[config.mk]
export PLATFORM = sky130hd
export DESIGN_NAME = uart_rx
export DESIGN_NICKNAME = d
export VERILOG_FILES = /design/src/rtl/uart_rx.sv
export SDC_FILE = /design/constraint.sdc
export NUM_CORES = 1
export LEC_CHECK = 0
export ABC_AREA = 1
export CORE_ASPECT_RATIO = 1.2
export CORE_MARGIN = 2
export CORE_UTILIZATION = 50
export DETAILED_ROUTE_END_ITERATION = 7
export GPL_TIMING_DRIVEN = 0
export PLACE_DENSITY = 0.82
export SLEW_MARGIN = 0
export SYNTH_ARGS = -nofsm -noshare
export SYNTH_HDL_FRONTEND = slang
export SYNTH_SLANG_ARGS = --single-unit
[constraint.sdc]
create_clock -name clk -period 1.4 [get_ports clk]
set_clock_uncertainty 0.05 [all_clocks]
set_input_delay 0.21 -clock clk [delete_from_list [all_inputs] [get_ports clk]]
set_output_delay 0.21 -clock clk [all_outputs]
set_load 0.03 [all_outputs]
[src/rtl/uart_rx.sv]
// UART receiver: oversamples each serial bit Prescale times, majority-votes the
// three mid-bit samples, and emits the received word with one-cycle status strobes.
module uart_rx #(
    parameter int unsigned Data_Width = 8,
    parameter int unsigned Prescale   = 8
) (
    input  logic                  clk,
    input  logic                  RST,
    input  logic                  RX_In,
    input  logic                  Par_En,
    input  logic                  Par_Type,
    output logic [Data_Width-1:0] P_Data,
    output logic                  Data_Valid,
    output logic                  Par_Err,
    output logic                  Stop_Err
);

    localparam int unsigned CW = (Prescale > 2) ? $clog2(Prescale) : 1;
    localparam int unsigned BW = (Data_Width > 1) ? $clog2(Data_Width) : 1;

    localparam logic [CW-1:0] LastEdge = CW'(Prescale - 1);
    localparam logic [CW-1:0] SampLo   = CW'(Prescale / 2 - 1);
    localparam logic [CW-1:0] SampMid  = CW'(Prescale / 2);
    localparam logic [CW-1:0] SampHi   = CW'(Prescale / 2 + 1);
    localparam logic [BW-1:0] LastBit  = BW'(Data_Width - 1);

    typedef enum logic [2:0] {StIdle, StStart, StData, StParity, StStop} state_t;

    state_t                state;
    logic [CW-1:0]         edge_cnt;
    logic [BW-1:0]         bit_cnt;
    logic [2:0]            samp;
    logic [Data_Width-1:0] shift;
    logic                  par_en_l;
    logic                  par_type_l;
    logic                  par_err;
    logic                  decision;
    logic                  s_hi;
    logic                  vote;

    // Majority vote; with Prescale=4 the last sample lands on the decision cycle itself,
    // so the live line value stands in for the not-yet-registered third sample.
    always_comb begin
        decision = (edge_cnt == LastEdge);
        s_hi     = (edge_cnt == SampHi) ? RX_In : samp[2];
        vote     = (samp[0] & samp[1]) | (samp[0] & s_hi) | (samp[1] & s_hi);
    end

    // Frame FSM, counters, sampling and registered output strobes.
    always_ff @(posedge clk) begin
        if (RST) begin
            state      <= StIdle;
            edge_cnt   <= '0;
            bit_cnt    <= '0;
            samp       <= '0;
            shift      <= '0;
            par_en_l   <= 1'b0;
            par_type_l <= 1'b0;
            par_err    <= 1'b0;
            P_Data     <= '0;
            Data_Valid <= 1'b0;
            Par_Err    <= 1'b0;
            Stop_Err   <= 1'b0;
        end else begin
            Data_Valid <= 1'b0;
            Par_Err    <= 1'b0;
            Stop_Err   <= 1'b0;

            if (state != StIdle) begin
                if (edge_cnt == SampLo)  samp[0] <= RX_In;
                if (edge_cnt == SampMid) samp[1] <= RX_In;
                if (edge_cnt == SampHi)  samp[2] <= RX_In;
                edge_cnt <= decision ? '0 : edge_cnt + CW'(1);
            end

            case (state)
                StIdle: begin
                    // The detecting cycle already counts as edge 0 of the start bit.
                    if (!RX_In) begin
                        state      <= StStart;
                        edge_cnt   <= CW'(1);
                        bit_cnt    <= '0;
                        par_en_l   <= Par_En;
                        par_type_l <= Par_Type;
                        par_err    <= 1'b0;
                    end
                end
                StStart: begin
                    if (decision) state <= vote ? StIdle : StData;
                end
                StData: begin
                    if (decision) begin
                        shift <= Data_Width'({vote, shift} >> 1);
                        if (bit_cnt == LastBit) begin
                            bit_cnt <= '0;
                            state   <= par_en_l ? StParity : StStop;
                        end else begin
                            bit_cnt <= bit_cnt + BW'(1);
                        end
                    end
                end
                StParity: begin
                    if (decision) begin
                        par_err <= (vote != (^shift ^ par_type_l));
                        state   <= StStop;
                    end
                end
                StStop: begin
                    if (decision) begin
                        if (!par_err && vote) begin
                            P_Data     <= shift;
                            Data_Valid <= 1'b1;
                        end
                        Par_Err  <= par_err;
                        Stop_Err <= !vote;
                        state    <= StIdle;
                    end
                end
                default: state <= StIdle;
            endcase
        end
    end

endmodule

# == Word-level counts from Yosys, hierarchy flattened ==
# Index checks and enable logic that the tools add are counted.
# totals
out_inout_bits,11
regBits,34
elab_cells,80
inputBits,5
# op_classes
bitwise,9
addsub,2
n_eq_ne,16
n_reduce_logical,17
muxes,22
# ops
cell,n
3-bit 2-to-1 mux,14
"3-bit == test, second input constant",5
3-bit case mux with 5 select lines,1
"2-bit != test, second input constant",6
"3-bit by 2-bit == test with 1-bit output, second input constant",3
3-bit AND reduction,3
2-bit AND reduction,4
8-bit parity,1
"3-bit by 1-bit adder with 3-bit output, second input constant",2
3-bit case mux with 2 select lines,1
6-bit AND reduction,1
1-bit 2-to-1 mux,4
2-bit nonzero test,2
1-bit bitwise AND,3
"3-bit by 1-bit == test with 1-bit output, second input constant",1
3-bit logical NOT,1
1-bit NOT,3
3-bit nonzero test,1
3-bit OR reduction,1
1-bit logical NOT,2
2-bit 2-to-1 mux,1
1-bit bitwise OR,2
1-bit case mux with 2 select lines,1
1-bit logical AND,1
2 further kinds,2

# == Logic depth before layout (Yosys ltp) ==
# Gate-level depths: netlist of run 1.
# logic_depth
depth_word,8
mapped_depth,12
ltp_nobuf,12

# == Worst setup path before layout of run 1 ==
# OpenSTA, ideal clock, no wires.
# synth_path
kind,register to register
startpoint,register edge_cnt[0]
endpoint,register state[2]
t_required_ns,1.234
path_stages_with_launch,11
path_slack_ns,-0.124
arrival_time_ns,1.358
setup_time_ns,0.116
path_cell_list,dfxtp_1 > ha_1 > ha_1 > inv_1 > nand2_1 > nand2_1 > inv_2 > nand4_2 > inv_2 > nor2_1 > nor2_1
# synth_via
elab_chain_cells,3
# synth_rtl
element,line,rtl
start: declaration,30,logic [CW-1:0] edge_cnt;
start signal: assignment,73,edge_cnt <= decision ? '0 : edge_cnt + CW'(1);
3-bit == test (*),44,decision = (edge_cnt == LastEdge);
2-bit != test (no line),--,
6-bit AND reduction (no line) (*),--,
end signal: assignment,52,state <= StIdle;
end signal: assignment,80,state <= StStart;
end signal: assignment,89,if (decision) state <= vote ? StIdle : StData;
end: declaration,29,state_t state;
# Every way passes the cells marked *; elsewhere a longest branch is shown, timed or not.
# A chain may end at the register's enable or synchronous reset.

# == Worst setup path in the final report of run 1 ==
# layout_path
startpoint,input RX_In
endpoint,register P_Data[7]
# layout_via
elab_chain_cells,6
# layout_rtl
element,line,rtl
start: declaration,9,"input logic RX_In,"
1-bit 2-to-1 mux (*),--,
1-bit bitwise AND,46,vote = (samp[0] & samp[1]) | (samp[0] & s_hi) | (samp[1] & s_hi);
1-bit bitwise OR,46,
1-bit bitwise OR (*),46,
1-bit logical AND (*),110,if (!par_err && vote) begin
3-bit AND reduction (no line) (*),--,
end signal: assignment,111,P_Data <= shift;
end: declaration,12,"output logic [Data_Width-1:0] P_Data,"
# Marks and branches as above.

==> summary.txt, run 1 <==
Clock network
  – CTS Sinks: 34
  – Clock slew at reported path FFs: 0.08 ns
  – Hold_buf cts: 0
  – Clock root buffer: clkbuf_8
  – TritonCTS Buffers: 5
  – CTS tree: yes
  – Worst skew pair latency: 0.29 ns
  – H-tree lvl count: 2
  – Clock Path Buffers: 2

Die
  – Die Wd: 57.3 um
  – Cell Rows: 23
  – I/O Pins: 16
  – Die Y: 68.0 um
  – Core outline area: 3310 um^2
  – Die area: 3900 um^2
  – Initial Utilization: 51.5%

Placed design
  – DP HPWL: 2540 um
  – Dpl cells: 281
  – Post-DP Area: 1920 um^2
  – GPL Wtd Cong: 0.816
  – # port buffers: 15

Drt
  – Vias: 1653
  – Drt first pass iters: 4
  – Vias per cell: 5.37
  – Initial detailed-routing violation count: 65
  – Post-route ant nets: 0
  – Total Routed Length: 4190 um
  – Per-cell routed wire length: 13.6 um
  – Detailed-route DRC error count: 0

Worst setup path
  – Worst Path Max Fanout: 5
  – CP Launch Type: input pin
  – Critical path data arrival time: 1.75 ns
  – Worst r2r src: edge_cnt[1]
  – WS Path Type: input pin to register
  – CP startpoint: RX_In
  – CP endpoint kind: register
  – CP required: 1.54 ns

Finish
  – Synthesis-to-layout area growth: 39.3%
  – # diodes: 0
  – Non-Filler Instances: 308
  – Register area: 688 um^2
  – Area of the multi-input gates: 1020 um^2
  – Cell area after layout: 2380 um^2
  – Filler cell count: 236
  – Ratio of cells with drive above 1 in the final layout: 33.9%
  – Nets: 282
  – Fin util: 71.8%

Pwr
  – Leak: 1.01 nW
  – PwrDens: 1350 nW/um^2
  – Total Power: 3.21 mW
  – Worst VDD drop: 1160 uV

Status
  – Status: finished with violations
  – Failing checks: negative setup slack

Yosys
  – Sequential share of the synthesized area: 39.9%
  – Synth Register Bits: 34
  – Mapped Cells: 229
  – Syn Nets: 241
  – Cell Area, Synth: 1710 um^2
  – Yosys warning total: 0
  – Syn Area/Cell: 7.45 um^2
  – Post-synth cell types: 31

STA
  – Max frequency: 620 MHz
  – Slew Viols, Final: 0
  – Setup WS post-layout: -0.212 ns
  – Hold Fails Final Rpt: 0
  – Final period utilization: 115%
  – Least-Margin Pin Slew: 0.573 ns
  – Setup TNS: -3.83 ns
  – RSZ-0062 raised after global routing: true
  – Final setup vio count: 25
  – Slew margin rel.: 61.8%
  – Fin crit period: 1.61 ns

Flow run
  – Max_cap viols: 0

Global route
  – Vias in the first global route: 1441
  – Initial antenna violation count: 0
  – GRT overflow: 0
  – First-pass GRT wire length: 6000 um
  – Largest net degree at the start of global routing: 13
  – GRT Util Overall: 20.1%

Hold path
  – Min-delay src: bit_cnt[2]
  – Hold Crit Class: register to register
-- repair_timing --
item,in CTS,in global routing
cloned,1,1
pin swaps,17,18
gates resized for setup,36,35
setup buffers,12,5
setup endpoints to repair,36,25
-- sequential cells by signal, indices dropped and copies added, names as in the netlist --
register / flops
samp: 3
par_type_l: 1
par_err: 1
par_en_l: 1
bit_cnt: 3
P_Data: 8
edge_cnt: 3
Data_Valid: 1
state: 3
Par_Err: 1
shift: 8
Stop_Err: 1
-- power by group --
part | switching (mW) | total [mW] | internal, mW | leakage [nW]
Combinational | 0.661 | 1.11 | 0.451 | 0.678
Clock | 0.389 | 0.919 | 0.529 | 0.0504
Sequential | 0.107 | 1.18 | 1.07 | 0.277
-- layout by cell type, fill, tap and decap left out, drive strengths merged --
cell            n
a211oi          1
a21oi          28
a311oi          1
buf            21
bufinv          1
clkbuf          8
clkdlybuf4s50   4
clkinvlp        2
dfxtp          34
dlygate4sd2    11
ha              7
inv            36
nand2          56
nand3           8
nand4           2
nor2           19
nor3            3
o211a           1
o211ai          1
o21ai          24
o22ai           1
or2             1
xnor2           1
-- cell families (layout without fill, tap and decap cells) --
kind of cell	Yosys count	count (layout)	share of synthesized area (%)
DFF	34	34	39.9
and+or+nand+nor	89	89	25.4
adders and majority gates	7	7	5.14
buffers and inverters	41	83	10.1
AOI/OAI and AO/OA	57	57	18.9
xor gates and xnor gates	1	1	0.514
-- path summary, 6_finish.rpt --
kind              slack (ns)          to  depth (start not counted)
setup reg to reg       -0.21   P_Data[7]                         11
setup / recovery       -0.21   P_Data[7]                         10
hold / removal          0.42  bit_cnt[2]                          2
hold reg to reg         0.42  bit_cnt[2]                          2
-- critical path, cell delays in order --
cell,delay [ns]
clkdlybuf4s50_1,0.60
inv_2,0.09
nand3_2,0.11
nand3_4,0.10
nand2_4,0.10
nand2_4,0.06
nor2_4,0.18
buf_12,0.14
buf_16,0.11
a21oi_2,0.04
-- final cells by class --
class,instances,share of cell area (%)
Inverter,36,6.11
Timing Repair Buffer,34,13.7
Sequential cell,34,29.0
Tap cell,37,1.95
Multi-Input combinational cell,154,42.8
Clock buffer,5,2.90
Clock inverter,3,1.90
Buffer,5,1.69
-- synthesized netlist by cell type --
cell      number  area share (%)
nand2_1       50              11
dfxtp_1       34              40
inv_1         29             6.4
a21oi_1       24             7.0
o21ai_0       19             5.6
nor2_1        15             3.3
ha_1           7             5.1
inv_2          7             1.5
nand3_1        6             1.8
nand2_2        5             1.8
a21oi_2        4             2.1
nor2_4         4             2.6
o21ai_1        3            0.88
clkbuf_1       2            0.44
nand3_2        2             1.2
nor3_1         2            0.59
o21ai_2        2             1.0
a211oi_1       1            0.44
a311oi_1       1            0.51
buf_1          1            0.22
buf_6          1            0.66
buf_8          1            0.88
nand2_4        1            0.66
nand4_1        1            0.37
nand4_2        1            0.73
nor3_4         1            0.95
o211a_1        1            0.59
o211ai_1       1            0.44
o22ai_1        1            0.37
or2_2          1            0.37
xnor2_1        1            0.51
-- per-stage QoR --
stage,worst slack [ns],hold slack [ns]
after floorplan,-0.0522,0.295
after CTS,-0.140,0.423
after detailed placement,-0.500,0.406
after global placement,-0.483,0.399
final,-0.212,0.419
after global routing,-0.291,0.451
-- layer usage --
metal	global-route usage [%]	share of wire, %	vias up
li1	-	-	823
met1	21.5	38	769
met2	38.1	55	51
met3	4.54	4.4	10
met4	8.43	2.1	0
met5	0	0	-
Note: power is estimated with default switching activity, not from simulation.
==> run 2: changes to the inputs <==
--- a/config.mk
+++ b/config.mk
@@ -6,13 +6,13 @@
 export NUM_CORES = 1
 export LEC_CHECK = 0
 export ABC_AREA = 1
-export CORE_ASPECT_RATIO = 1.2
 export CORE_MARGIN = 2
 export CORE_UTILIZATION = 50
 export DETAILED_ROUTE_END_ITERATION = 7
 export GPL_TIMING_DRIVEN = 0
+export HOLD_SLACK_MARGIN = 0.12
 export PLACE_DENSITY = 0.82
-export SLEW_MARGIN = 0
+export SLEW_MARGIN = 10
 export SYNTH_ARGS = -nofsm -noshare
 export SYNTH_HDL_FRONTEND = slang
 export SYNTH_SLANG_ARGS = --single-unit
==> run 2 against run 1 <==
  * The flow still finishes with violations (negative setup slack)
  * Utilization is 1.7 points higher
  * Clock power rose by 3.5%
  * Flip-flop and latch count unchanged
  * Wire length rose by 1.9%
  * Sequential power hardly changed
==> summary.txt, run 2 (synthesis gave the netlist of run 1 again) <==
Drt
  – Drt first pass iters: 4 (unchanged)
  – Metal1 wirelength: 1800 um (+12%)
  – Post-route ant nets: 0 (unchanged)
  – Wire length on met3: 239 um (+29%)
  – Vias: 1690 (+2.2%)
  – Highest routed metal layer: met4
  – Per-cell routed wire length: 13.3 um (-1.9%)
  – Vias per cell: 5.28 (-1.6%)
  – Detailed-route DRC error count: 0 (unchanged)
  – Initial detailed-routing violation count: 72 (+11%)
  – Total Routed Length: 4270 um (+1.9%)
  – DR WL met2: 2110 um (-8.5%)

Die
  – Die Wd: 62.4 um (+8.9%)
  – I/O Pins: 16 (unchanged)
  – Cell Rows: 21 (-8.7%)
  – Initial Utilization: 51.5% (about the same)
  – Die Y: 62.4 um (-8.2%)
  – Core outline area: 3310 um^2 (about the same)
  – Die area: 3890 um^2 (about the same)

Worst setup path
  – Worst Setup EP: P_Data[7]
  – Worst Path Max Fanout: 6 (+1)
  – CP Depth: 9 (-1)
  – Worst r2r src: edge_cnt[0]
  – WS Path Type: register to register
  – Critical path's largest stage delay: 0.38 ns (-0.22 ns)
  – CP Launch Type: register
  – Critical path cell sequence: buf_12, ha_4, ha_4, nand2_2, nor2_4, buf_12, buf_12, buf_16, a21oi_1
  – CP required: 1.64 ns (+0.10 ns)
  – Cell family with most CP delay: buffers and inverters
  – CP max stage cell: dfxtp_4
  – Setup slack, reg-to-reg: -0.19 ns (+0.03 ns)
  – CP endpoint kind: register
  – CP startpoint: edge_cnt[0]
  – R2r endpoint: P_Data[7]
  – Worst reg2reg path depth: 9 (-2)
  – Critical path data arrival time: 1.83 ns (+0.08 ns)
  – CP most frequent cell: buf_12
  – Crit path buffers/inverters: 4 (unchanged)

Clock network
  – CTS tree: yes
  – Clock Path Buffers: 2 (unchanged)
  – TritonCTS Buffers: 5 (unchanged)
  – H-tree lvl count: 2 (unchanged)
  – Clock root buffer: clkbuf_4
  – Worst skew pair latency: 0.35 ns (+0.06 ns)
  – Clock slew at reported path FFs: 0.11 ns (+0.03 ns)
  – CTS Sinks: 34 (unchanged)
  – Hold_buf cts: 0 (unchanged)

Finish
  – Cell area after layout: 2430 um^2 (+2.4%)
  – Most common cell after layout, fill and taps aside: nand2_1
  – # diodes: 0 (unchanged)
  – Top Registers: P_Data x8, shift x8
  – Synthesis-to-layout area growth: 42.6%
  – Ratio of cells with drive above 1 in the final layout: 34.7% (+0.72 points)
  – Area of the multi-input gates: 1020 um^2 (unchanged)
  – Filler cell count: 237 (+0.42%)
  – Nets: 285 (+1.1%)
  – Fin util: 73.5% (+1.7 points)
  – Register area: 688 um^2 (unchanged)
  – Most frequent cells in the layout: nand2_1 (44), dfxtp_1 (30), inv_1 (24)

STA
  – Final period utilization: 113% (-1.8 points)
  – Least-Margin Pin Slew: 0.600 ns (+0.0272 ns)
  – Max frequency: 630 MHz (+1.6%)
  – Slew Viols, Final: 0 (unchanged)
  – Hold Fails Final Rpt: 0 (unchanged)
  – Fin crit period: 1.59 ns (-0.0255 ns)
  – Setup WS post-layout: -0.187 ns (+0.0255 ns)
  – RSZ-0062 raised after global routing: true
  – Slew margin rel.: 60.0% (-1.8 points)
  – Final setup vio count: 23 (-8.0%)

Placed design
  – Post-DP Area: 1930 um^2 (+0.59%)
  – DP Worst Slack: -0.557 ns (-0.0567 ns)
  – DP HPWL: 2320 um (-8.5%)
  – # port buffers: 15 (unchanged)
  – GPL Wtd Cong: 0.823 (+0.88%)

Global route
  – Largest net degree at the start of global routing: 12 (-1)
  – GRT Util Overall: 22.7% (+2.6 points)
  – Vias in the first global route: 1599 (+11%)
  – GRT overflow: 0 (unchanged)
  – First-pass GRT wire length: 6980 um (+16%)
  – Initial antenna violation count: 0 (unchanged)

Pwr
  – Leak: 1.03 nW (+2.9%)
  – PwrDens: 1340 nW/um^2 (-1.1%)
  – Worst VDD drop: 994 uV (-14%)

Flow run
  – Max_cap viols: 0 (unchanged)

Hold path
  – Hold Crit Class: input pin to register

Status
  – Status: finished with violations
  – Failing checks: negative setup slack
-- run 2: tightest hold or removal path, stage by stage --
cell and delay [ns]:
clkdlybuf4s50_1 0.39, nor2_1 0.09, nor2_1 0.05
-- run 2: power breakdown --
part           switching, mW  internal (mW)  total, mW
Combinational          0.662          0.467       1.13
Clock                  0.346          0.605      0.951
Sequential            0.0993           1.07       1.17
Total                   1.11           2.14       3.25
-- run 2: per-stage QoR --
step	setup TNS, ns	power [mW]	cells	hold slack, ns
after global placement	-7.00	1.92	290	0.402
final	-2.76	3.25	320	0.387
after detailed placement	-7.65	1.94	290	0.402
after global routing	-4.41	3.45	320	0.424
after floorplan	-0.380	1.79	229	0.295
after CTS	-2.16	3.16	317	0.384
-- run 2: routing by layer --
metal,GRT usage [%],vias to the layer above
li1,-,825
met1,27.8,797
met2,36.7,56
met3,6.31,12
met4,11.1,0
met5,0,-
-- run 2: worst min path at each step --
| stage | cells past startpoint | end | slack [ns] | from |
|---|---|---|---|---|
| after global placement | 2 | samp[1] | 0.40 | samp[1] |
| after global routing | 3 | par_en_l | 0.42 | Par_En |
| final | 3 | par_en_l | 0.39 | Par_En |
| after floorplan | 2 | par_en_l | 0.29 | Par_En |
| after detailed placement | 2 | samp[2] | 0.40 | samp[2] |
| after CTS | 3 | par_en_l | 0.38 | Par_En |
-- run 2: cell type report --
type	count	area share, %
inverters	36	5.86
clock inverters	2	2.47
clock buffers	6	2.11
well taps	46	2.37
flip-flops and latches	34	28.3
plain buffers	5	1.59
repair buffers	37	15.5
multi-input cells	154	41.8
-- run 2: repair_timing --
action / 4_1_cts / 5_1_grt
resized for setup: 45 / 33
setup buffers: 17 / 4
gates cloned: 2 / 0
pin swaps: 11 / 3
setup endpoints to repair: 36 / 35
